==> src/rtl/ddr_arbiter.sv <==
// ============================================================================
//  Module      : ddr_arbiter
//  Description : Two-port round-robin arbiter that sequences single 32-bit
//                read/write requests onto the ddr_controller user command port.
//  Revision    : 1.0 - initial release
// ============================================================================
`default_nettype none

module ddr_arbiter #(
    parameter logic [3:0]  CMD_WRITE = 4'h1,
    parameter logic [3:0]  CMD_READ  = 4'h2,
    parameter int unsigned TIMEOUT   = 1024
) (
    input  logic        clk,
    input  logic        rst,
    input  logic        r0_req,
    input  logic        r0_we,
    input  logic [23:0] r0_addr,
    input  logic [31:0] r0_wdata,
    output logic        r0_done,
    output logic        r0_err,
    output logic [31:0] r0_rdata,
    input  logic        r1_req,
    input  logic        r1_we,
    input  logic [23:0] r1_addr,
    input  logic [31:0] r1_wdata,
    output logic        r1_done,
    output logic        r1_err,
    output logic [31:0] r1_rdata,
    output logic [3:0]  usr_cmd,
    output logic        usr_cmd_vld,
    output logic [23:0] usr_addr,
    output logic [31:0] usr_data_in,
    input  logic [31:0] usr_data_out,
    input  logic        usr_data_out_vld,
    input  logic        ddr_busy,
    input  logic        ddr_ack,
    input  logic        ddr_ready,
    output logic        arb_busy
);

    localparam int                  c_tmr_w    = $clog2(TIMEOUT) + 1;
    localparam logic [c_tmr_w-1:0]  c_tmr_last = c_tmr_w'(TIMEOUT - 1);
    localparam logic [c_tmr_w-1:0]  c_tmr_one  = c_tmr_w'(1);

    typedef enum logic [2:0] {
        S_IDLE    = 3'd0,
        S_ISSUE   = 3'd1,
        S_WAIT_RD = 3'd2,
        S_DONE    = 3'd3,
        S_ERR     = 3'd4
    } state_t;

    state_t              state_q, state_d;
    logic                gnt_q, gnt_d;
    logic                we_q, we_d;
    logic [23:0]         addr_q, addr_d;
    logic [31:0]         wdata_q, wdata_d;
    logic [c_tmr_w-1:0]  tmr_q, tmr_d;
    logic [31:0]         rdata0_q, rdata0_d;
    logic [31:0]         rdata1_q, rdata1_d;
    logic                w_win;
    logic                w_capture;

    always_ff @(posedge clk) begin
        if (rst) begin
            state_q  <= S_IDLE;
            gnt_q    <= 1'b1;
            we_q     <= 1'b0;
            addr_q   <= '0;
            wdata_q  <= '0;
            tmr_q    <= '0;
            rdata0_q <= '0;
            rdata1_q <= '0;
        end else begin
            state_q  <= state_d;
            gnt_q    <= gnt_d;
            we_q     <= we_d;
            addr_q   <= addr_d;
            wdata_q  <= wdata_d;
            tmr_q    <= tmr_d;
            rdata0_q <= rdata0_d;
            rdata1_q <= rdata1_d;
        end
    end

    always_comb begin
        state_d   = state_q;
        gnt_d     = gnt_q;
        we_d      = we_q;
        addr_d    = addr_q;
        wdata_d   = wdata_q;
        tmr_d     = '0;
        w_win     = 1'b0;
        w_capture = 1'b0;

        case (state_q)
            S_IDLE: begin
                if (ddr_ready && !ddr_busy && (r0_req || r1_req)) begin
                    // On a tie the port that did not win last time goes next
                    w_win   = (r0_req && r1_req) ? ~gnt_q : r1_req;
                    gnt_d   = w_win;
                    we_d    = w_win ? r1_we    : r0_we;
                    addr_d  = w_win ? r1_addr  : r0_addr;
                    wdata_d = w_win ? r1_wdata : r0_wdata;
                    state_d = S_ISSUE;
                end
            end
            S_ISSUE: begin
                tmr_d = tmr_q + c_tmr_one;
                if (tmr_q == c_tmr_last) begin
                    state_d = S_ERR;
                end else if (ddr_ack) begin
                    if (we_q) begin
                        state_d = S_DONE;
                    end else if (usr_data_out_vld) begin
                        w_capture = 1'b1;
                        state_d   = S_DONE;
                    end else begin
                        state_d = S_WAIT_RD;
                    end
                end
            end
            S_WAIT_RD: begin
                tmr_d = tmr_q + c_tmr_one;
                if (tmr_q == c_tmr_last) begin
                    state_d = S_ERR;
                end else if (usr_data_out_vld) begin
                    w_capture = 1'b1;
                    state_d   = S_DONE;
                end
            end
            S_DONE:  state_d = S_IDLE;
            S_ERR:   state_d = S_IDLE;
            default: state_d = S_IDLE;
        endcase
    end

    // Only the granted port's read-data register moves; the other keeps its last value
    always_comb begin
        rdata0_d = rdata0_q;
        rdata1_d = rdata1_q;
        if (w_capture) begin
            if (gnt_q) rdata1_d = usr_data_out;
            else       rdata0_d = usr_data_out;
        end
    end

    assign usr_cmd_vld = (state_q == S_ISSUE);
    assign usr_cmd     = usr_cmd_vld ? (we_q ? CMD_WRITE : CMD_READ) : 4'h0;
    assign usr_addr    = addr_q;
    assign usr_data_in = wdata_q;
    assign arb_busy    = (state_q != S_IDLE);

    assign r0_done  = (state_q == S_DONE) && !gnt_q;
    assign r1_done  = (state_q == S_DONE) &&  gnt_q;
    assign r0_err   = (state_q == S_ERR)  && !gnt_q;
    assign r1_err   = (state_q == S_ERR)  &&  gnt_q;
    assign r0_rdata = rdata0_q;
    assign r1_rdata = rdata1_q;

endmodule

`default_nettype wire
==> config.mk <==
export PLATFORM = sky130hd
export DESIGN_NAME = ddr_arbiter
export DESIGN_NICKNAME = d
export VERILOG_FILES = /design/src/rtl/ddr_arbiter.sv
export SDC_FILE = /design/constraint.sdc
export NUM_CORES = 1
export LEC_CHECK = 0
export ABC_AREA = 1
export CAP_MARGIN = 5
export CORE_ASPECT_RATIO = 1.75
export CORE_MARGIN = 2
export CORE_UTILIZATION = 30
export CTS_BUF_LIST = sky130_fd_sc_hd__clkbuf_4
export DETAILED_ROUTE_END_ITERATION = 6
export SYNTH_ARGS = -nofsm -noshare
export SYNTH_HDL_FRONTEND = slang
export SYNTH_SLANG_ARGS = --single-unit
==> constraint.sdc <==
create_clock -name clk -period 2.3 [get_ports clk]
set_input_delay 0.46 -clock clk [delete_from_list [all_inputs] [get_ports clk]]
set_output_delay 0.46 -clock clk [all_outputs]
set_load 0.01 [all_outputs]
Yosys cells after proc, flatten, opt, wreduce, memory -nomap -nowiden:

Cells that the tools add are included.
W data, S select, Z words.

* register bits: 136
* input port bits: 154
* word-level logic and storage cells: 57

* add/subtract/negate cells: 1
* eq/ne operators: 8
* multiplexer cells: 20
* bitwise operators: 2
* reductions and logical operators: 18

Operators with widths (number)
* $mux W32: 1
* $mux W24: 1
* $mux W3: 5
* $add A11 B1 Y11 const B: 1
* $eq A11 B10 Y1 const B: 1
* $mux W1: 9
* $pmux W3 S3: 1
* $logic_and A1 B1 Y1: 7
* $eq A3 B2 Y1 const B: 2
* $reduce_and A2 Y1: 3
* $mux W2: 2
* $reduce_or A2 Y1: 2
* $eq A3 B1 Y1 const B: 1
* $eq A3 B3 Y1 const B: 1
* $logic_not A3 Y1: 1
* $ne A3 B1 Y1 const B: 1
* $ne A3 B3 Y1 const B: 1
* $reduce_and A3 Y1: 1
* $reduce_bool A3 Y1: 1
* $logic_not A1 Y1: 2
* $ne A2 B2 Y1 const B: 1
* $not A1 Y1: 2
* $pmux W1 S2: 1
* $logic_or A1 B1 Y1: 1

Longest topological paths before layout:

Gate-level depths: netlist of run 1.

* depth in word-level cells: 6
* gate-level depth with buffers: 10

Worst setup path after synthesis of run 1:

Ideal clock, no wire load.

* kind: reg2out
* start point: register gnt_q
* end point: output port r1_done
* arrival time: 1.146 ns
* required time: 1.840 ns
* slack: 0.694 ns
* stages on the path, launching flop included: 5
* buffers on the path: 2
* cells stage by stage: dfxtp_1 -> buf_2 -> clkinv_1 -> clkbuf_1 -> nor2_1

* cells in the longest elaborated chain, start to end: 1

Ends and longest elaborated chain
* start: declaration: line 55 `logic gnt_q, gnt_d;`
* start signal: assignment: line 77 `gnt_q <= gnt_d;`
* $logic_and A1 B1 Y1: line 156 `assign r1_done = (state_q == S_DONE) && gnt_q;`
* end: declaration: line 27 `output logic r1_done,`

Every way passes these cells.

Worst setup path after layout of run 1:

* start point: register state_q[2]
* end point: output port arb_busy

* cells in the longest elaborated chain, start to end: 1

Ends and longest elaborated chain
* start: declaration: line 54 `state_t state_q, state_d;`
* start signal: assignment: line 76 `state_q <= state_d;`
* $reduce_bool A3 Y1: line 153 `assign arb_busy = (state_q != S_IDLE);`
* end: declaration: line 39 `output logic arb_busy`

Every way passes these cells.

==> results.json, run 1 <==
{
  "cts_setup_buffers": 0,
  "finalMaxSlewViolations": 0,
  "finalWirelength_um": 19890,
  "syn_avg_cell_area_um2": 7.224,
  "critPathKind": "register to primary output",
  "start_util": 0.3031,
  "nets": 1230,
  "grt_first_pass_wirelength_um": 31010,
  "synthTopCellsByArea": "dfxtp_1 (46%), nand2_1 (13%), nor2_1 (9.4%)",
  "synth-compound-area-share": 0.1203,
  "rsz0062_at_grt": "false",
  "fp-row-count": 68,
  "synth-simple-area-share": 0.3211,
  "synth_cells": 821,
  "setup_tns_ns": 0,
  "clockBufferDepth": 2,
  "overflow": 0,
  "ys_types": 32,
  "powerDensity_nw_per_um2": 561.3,
  "h-tree-depth": 4,
  "arrival_ns": 1.70,
  "setup_violations": 0,
  "pre_cts_ws_ns": 0.2310,
  "ff_latch_area_um2": 2729,
  "switching_share": 0.2840,
  "synth_top_family_by_area": "simple AND/OR/NAND/NOR gates",
  "fillCellCount": 2024,
  "pin_count": 284,
  "multiInputGateArea_um2": 2664,
  "worst_setup_path_end_kind": "primary output",
  "tritoncts": "done",
  "die_h_um": 190,
  "fin_crit_sh": 0.9401,
  "cts_sinks": 136,
  "fin_crit_ns": 2.162,
  "numCtsBuffers": 17,
  "die_w_um": 110.3,
  "leakage_nw": 3.627,
  "clk_transition_reported_paths_ns": 0.11,
  "synth-adder-area-share": 0.002110,
  "synth.area.mux_share": 0,
  "die-area_um2": 20950,
  "p_seq_frac": 0.492,
  "drive_gt1_frac": 0.05904,
  "maxCapViolCount": 0,
  "portBuffers": 281,
  "synth-xor-area-share": 0.001477,
  "synth.top_cell.area_share": 0.4591,
  "grt_pass1_vias": 6106,
  "syn_area_um2": 5931,
  "synth_area_leader_cell": "dfxtp_1",
  "synth_edf_count": 0,
  "routedWlPerCell_um": 14.94,
  "synth-seq-cells": 136,
  "p_int_mw": 3.688,
  "fmax_ghz": 0.4625,
  "grt_max_degree": 93,
  "avgViaCountPerCell": 4.699,
  "drt_iter0_markers": 256,
  "clk_latency_ns": 0.52,
  "synth_commonest_cells": "nand2_1 (198), nor2_1 (149), dfxtp_1 (136), nand4_1 (65), o21ai_0 (61)",
  "vias": 6255,
  "cp_max_fo": 4,
  "postLayoutSetupSlackWorst_ns": 0.1377,
  "cts_root_buf": "clkbuf_4",
  "drcViolationCount": 0,
  "ant_nets": 0,
  "startpoint_type": "register",
  "switching_power_mw": 1.463,
  "hold_class": "register to register",
  "p_comb_frac": 0.224,
  "synth_most_common_cell": "nand2_1",
  "irDropWorstVdd_mv": 0.2686,
  "finalHoldViolations": 0,
  "yosys_most_used_dff": "dfxtp_1",
  "antenna_found_initial": 1,
  "area_growth_syn_to_layout_pct": 54.75,
  "place.gp.congestion": 0.7906,
  "fin_util": 0.4690,
  "grtUsageTotal": 0.1903,
  "cp.required_ns": 1.84,
  "yosys_warnings": 0,
  "place_hpwl_um": 14270,
  "dr.pass1.iters": 4,
  "clockPowerShare": 0.284,
  "core_um2": 19570,
  "outcome": "completed",
  "finClkSkew_ns": 0.01983,
  "synthArstFlopShare": 0,
  "yosysSeqAreaShare": 0.4591
}
-- state kept, by name, summed over array words and instances, names as in the netlist --
name and cells:
r0_rdata 32, r1_rdata 32, usr_data_in 32, usr_addr 24, tmr_q 11, state_q 3, gnt_q 1, we_q 1
-- cell usage in the layout (no fill, tap or decap), drive strengths merged --
cell and instances:
diode 2, clkbuf 20, o21ai 61, nor3b 2, nor2 155, nor4 1
dfxtp 136, bufinv 2, clkdlybuf4s50 274, dlymetal6s2s 2, conb 2, clkinv 8
inv 49, dlygate4sd2 5, buf 18, xnor2 1, nor3 1, nor2b 1
o211ai 1, a31oi 57, nand2 202, a21oi 8, ha 1, and3 1
nand4 65, nand3 11
-- metrics by stage --
stage	cells	cell area (um^2)	hold WS (ns)	total power [mW]
6_report	1331	9178	0.4733	5.151
5_1_grt	1330	9175	0.4418	5.445
4_1_cts	1329	9165	0.4193	5.245
3_5_place_dp	1301	8927	0.4460	3.751
3_3_place_gp	1301	8927	0.4341	3.751
2_1_floorplan	822	5934	0.4175	3.119
-- layer usage --
metal / up-vias / share of wire / track usage
met2: 217 / 0.54 / 0.3440
met1: 2810 / 0.38 / 0.2083
met3: 17 / 0.063 / 0.05070
met5: - / 0 / 0
met4: 0 / 0.017 / 0.06827
li1: 3211 / - / -
-- cell type report --
cell class	count	share of cell area
Timing Repair Buffer	299	0.3320
Sequential cell	136	0.2973
Multi-Input combinational cell	570	0.2903
Tap cell	245	0.03340
Inverter	51	0.02100
Clock buffer	20	0.01636
Clock inverter	8	0.009134
Antenna cell	2	0.0005453
-- critical path, cell delays in order, from the launching register on --
cell             delay [ns]
dfxtp_1                0.42
nor2_4                 0.08
nand2_2                0.14
clkdlybuf4s50_1        0.57
-- power by group through the flow --
stage | Clock (mW) | Sequential [mW] | Combinational (mW)
finish | 1.46 | 2.53 | 1.15
global route | 1.63 | 2.55 | 1.26
CTS | 1.54 | 2.54 | 1.17
detailed placement | 0 | 2.58 | 1.17
global placement | 0 | 2.59 | 1.17
floorplan | 0 | 2.62 | 0.501
-- final timing paths --
| path | to | slack [ns] | cells past startpoint | startpoint |
|---|---|---|---|---|
| worst min register to register | tmr_q[0]$_SDFF_PP0_ | 0.47 | 1 | tmr_q[0]$_SDFF_PP0_ |
| worst max register to register | r1_rdata[20]$_SDFFE_PP0P_ | 0.47 | 10 | tmr_q[0]$_SDFF_PP0_ |
| worst max-delay path | arb_busy | 0.14 | 3 | state_q[2]$_SDFFE_PP0P_ |
| worst min-delay path | tmr_q[0]$_SDFF_PP0_ | 0.47 | 1 | tmr_q[0]$_SDFF_PP0_ |
-- cell families after synthesis --
kind of cell,after synthesis
AOI/OAI and AO/OA,127
and+or+nand+nor,439
xor gates and xnor gates,1
buffers and inverters,116
DFF,136
adders and majority gates,1
other,1
-- timing repair --
item                                    4_1_cts  5_1_grt
pin swaps                                     0        0
hold buffers                                  0        0
gates resized for setup                       9        3
endpoints found under the setup margin        8        2
No activity file was read; power rests on OpenSTA's default activity.
==> run 2, diff against run 1 <==
Settings changed: CORE_MARGIN 2 to unset.
==> results.json, run 2 (synthesized netlist as in run 1, its figures left out) <==
{
  "outcome": "completed",
  "drcViolationCount": 0,
  "cp_max_fo": 2,
  "grt_max_degree": 72,
  "routedWlPerCell_um": 14.43,
  "die-area_um2": 20360,
  "place_area_um2": 8939,
  "setup_tns_ns": 0,
  "core_um2": 19280,
  "start_util": 0.3076,
  "nets": 1229,
  "dr.pass1.iters": 4,
  "cp.buffers_inverters": 1,
  "finalHoldViolations": 0,
  "fp-row-count": 67,
  "finalMaxSlewViolations": 0,
  "grtUsageTotal": 0.1910,
  "setup_violations": 0,
  "fin_util": 0.4785,
  "reg2reg_depth": 10,
  "numCtsBuffers": 17,
  "pre_cts_ws_ns": 0.2310,
  "grt_first_pass_wirelength_um": 30260,
  "finClkSkew_ns": 0.02684,
  "fin_crit_ns": 1.969,
  "h-tree-depth": 4,
  "maxCapViolCount": 0,
  "p_seq_frac": 0.483,
  "critPathKind": "register to primary output",
  "powerDensity_nw_per_um2": 567.6,
  "overflow": 0,
  "die_h_um": 188,
  "startpoint_type": "register",
  "mostFrequentLayoutCell": "clkdlybuf4s50_1",
  "portBuffers": 281,
  "tightest_slew_ns": 0.4906,
  "ant_nets": 0,
  "clockPowerShare": 0.294,
  "vias": 6217,
  "path_cells": "clkdlybuf4s50_1",
  "p_comb_frac": 0.223,
  "pin_count": 284,
  "slew_headroom": 0.6695,
  "irDropWorstVdd_mv": 0.2795,
  "die_w_um": 108.3,
  "finalWirelength_um": 19160,
  "fmax_ghz": 0.5079,
  "most-common-layout-cells": "clkdlybuf4s50_1 (273), nand2_1 (195), nor2_1 (149)",
  "p_int_mw": 3.733,
  "cts_sinks": 136,
  "cts_root_buf": "clkbuf_4",
  "avgViaCountPerCell": 4.681,
  "fin_crit_sh": 0.8560,
  "worst_setup_path_end_kind": "primary output",
  "arrival_ns": 1.51,
  "antenna_found_initial": 1,
  "hold_depth": 1,
  "place.gp.congestion": 0.7693,
  "rsz0062_at_grt": "false",
  "cpLargestDelayFamily": "buffers and inverters",
  "switching_power_mw": 1.503,
  "drt_iter0_markers": 205,
  "hold_class": "register to register",
  "clk_transition_reported_paths_ns": 0.13,
  "clk_latency_ns": 0.52,
  "tritoncts": "done",
  "leakage_nw": 3.694,
  "clockBufferDepth": 2,
  "switching_share": 0.2871,
  "drive_gt1_frac": 0.06169,
  "ctsHoldBuffers": 0,
  "postLayoutSetupSlackWorst_ns": 0.3313,
  "post-route-cell-area_um2": 9226,
  "cp.required_ns": 1.84,
  "cp_slowest_cell": "clkdlybuf4s50_1",
  "area_growth_syn_to_layout_pct": 55.57,
  "cp_num_cells": 1,
  "grt_pass1_vias": 5927,
  "slowest_delay_ns": 0.57,
  "place_hpwl_um": 13810
}
==> run 2: changes by cell type in the layout (fill, tap and decap cells not counted), sizes merged <==
cell,previous run,this run
dlymetal6s2s,2,6
dlygate4sd2,5,2
clkinvlp,0,2
clkdlybuf4s50,274,273
buf,18,17
diode,2,1
clkbuf,20,21
==> run 2: per-stage QoR <==
stage / std cells / total power, mW / hold slack (ns)
after global placement: 1296 / 3.760 / 0.4378
after global routing: 1328 / 5.511 / 0.4382
final: 1328 / 5.237 / 0.4681
after detailed placement: 1296 / 3.760 / 0.4504
after floorplan: 822 / 3.119 / 0.4175
after CTS: 1327 / 5.325 / 0.4261
==> run 2: per-layer routing <==
layer	up-vias	routed length, um	global-route usage
met2	208	9961	0.3488
met3	14	1317	0.05839
li1	3210	-	-
met4	0	312	0.06549
met5	-	0	0
met1	2785	7570	0.2025
==> run 2: power by group through the flow <==
stage                     Clock (mW)  Combinational (mW)  Sequential (mW)
after floorplan                    0               0.501             2.62
after global placement             0                1.18             2.58
after detailed placement           0                1.18             2.58
after CTS                       1.61                1.18             2.53
after global routing            1.69                1.28             2.54
final                           1.54                1.17             2.53
==> run 2: final cells by class <==
class,instances,area [um^2]
fillers,1937,10050
diodes,1,2.502
multi-input cells,570,2664
clock buffers,21,157.7
repair buffers,298,3078
well taps,241,301.5
clock inverters,10,105.1
inverters,51,192.7
flip-flops and latches,136,2725
==> run 2: repair_timing <==
action,in CTS,in global routing
resized for setup,6,6
setup endpoints to repair,7,6
gates cloned,0,0
buffers inserted,0,0
hold endpoints to repair,0,0
==> run 2: final timing paths <==
path | start | end | slack [ns]
setup / recovery | usr_data_in[7]$_SDFFE_PP0P_ | usr_data_in[7] | 0.33
hold / removal | tmr_q[0]$_SDFF_PP0_ | tmr_q[0]$_SDFF_PP0_ | 0.47
setup reg to reg | tmr_q[0]$_SDFF_PP0_ | r1_rdata[27]$_SDFFE_PP0P_ | 0.54
hold reg to reg | tmr_q[0]$_SDFF_PP0_ | tmr_q[0]$_SDFF_PP0_ | 0.47
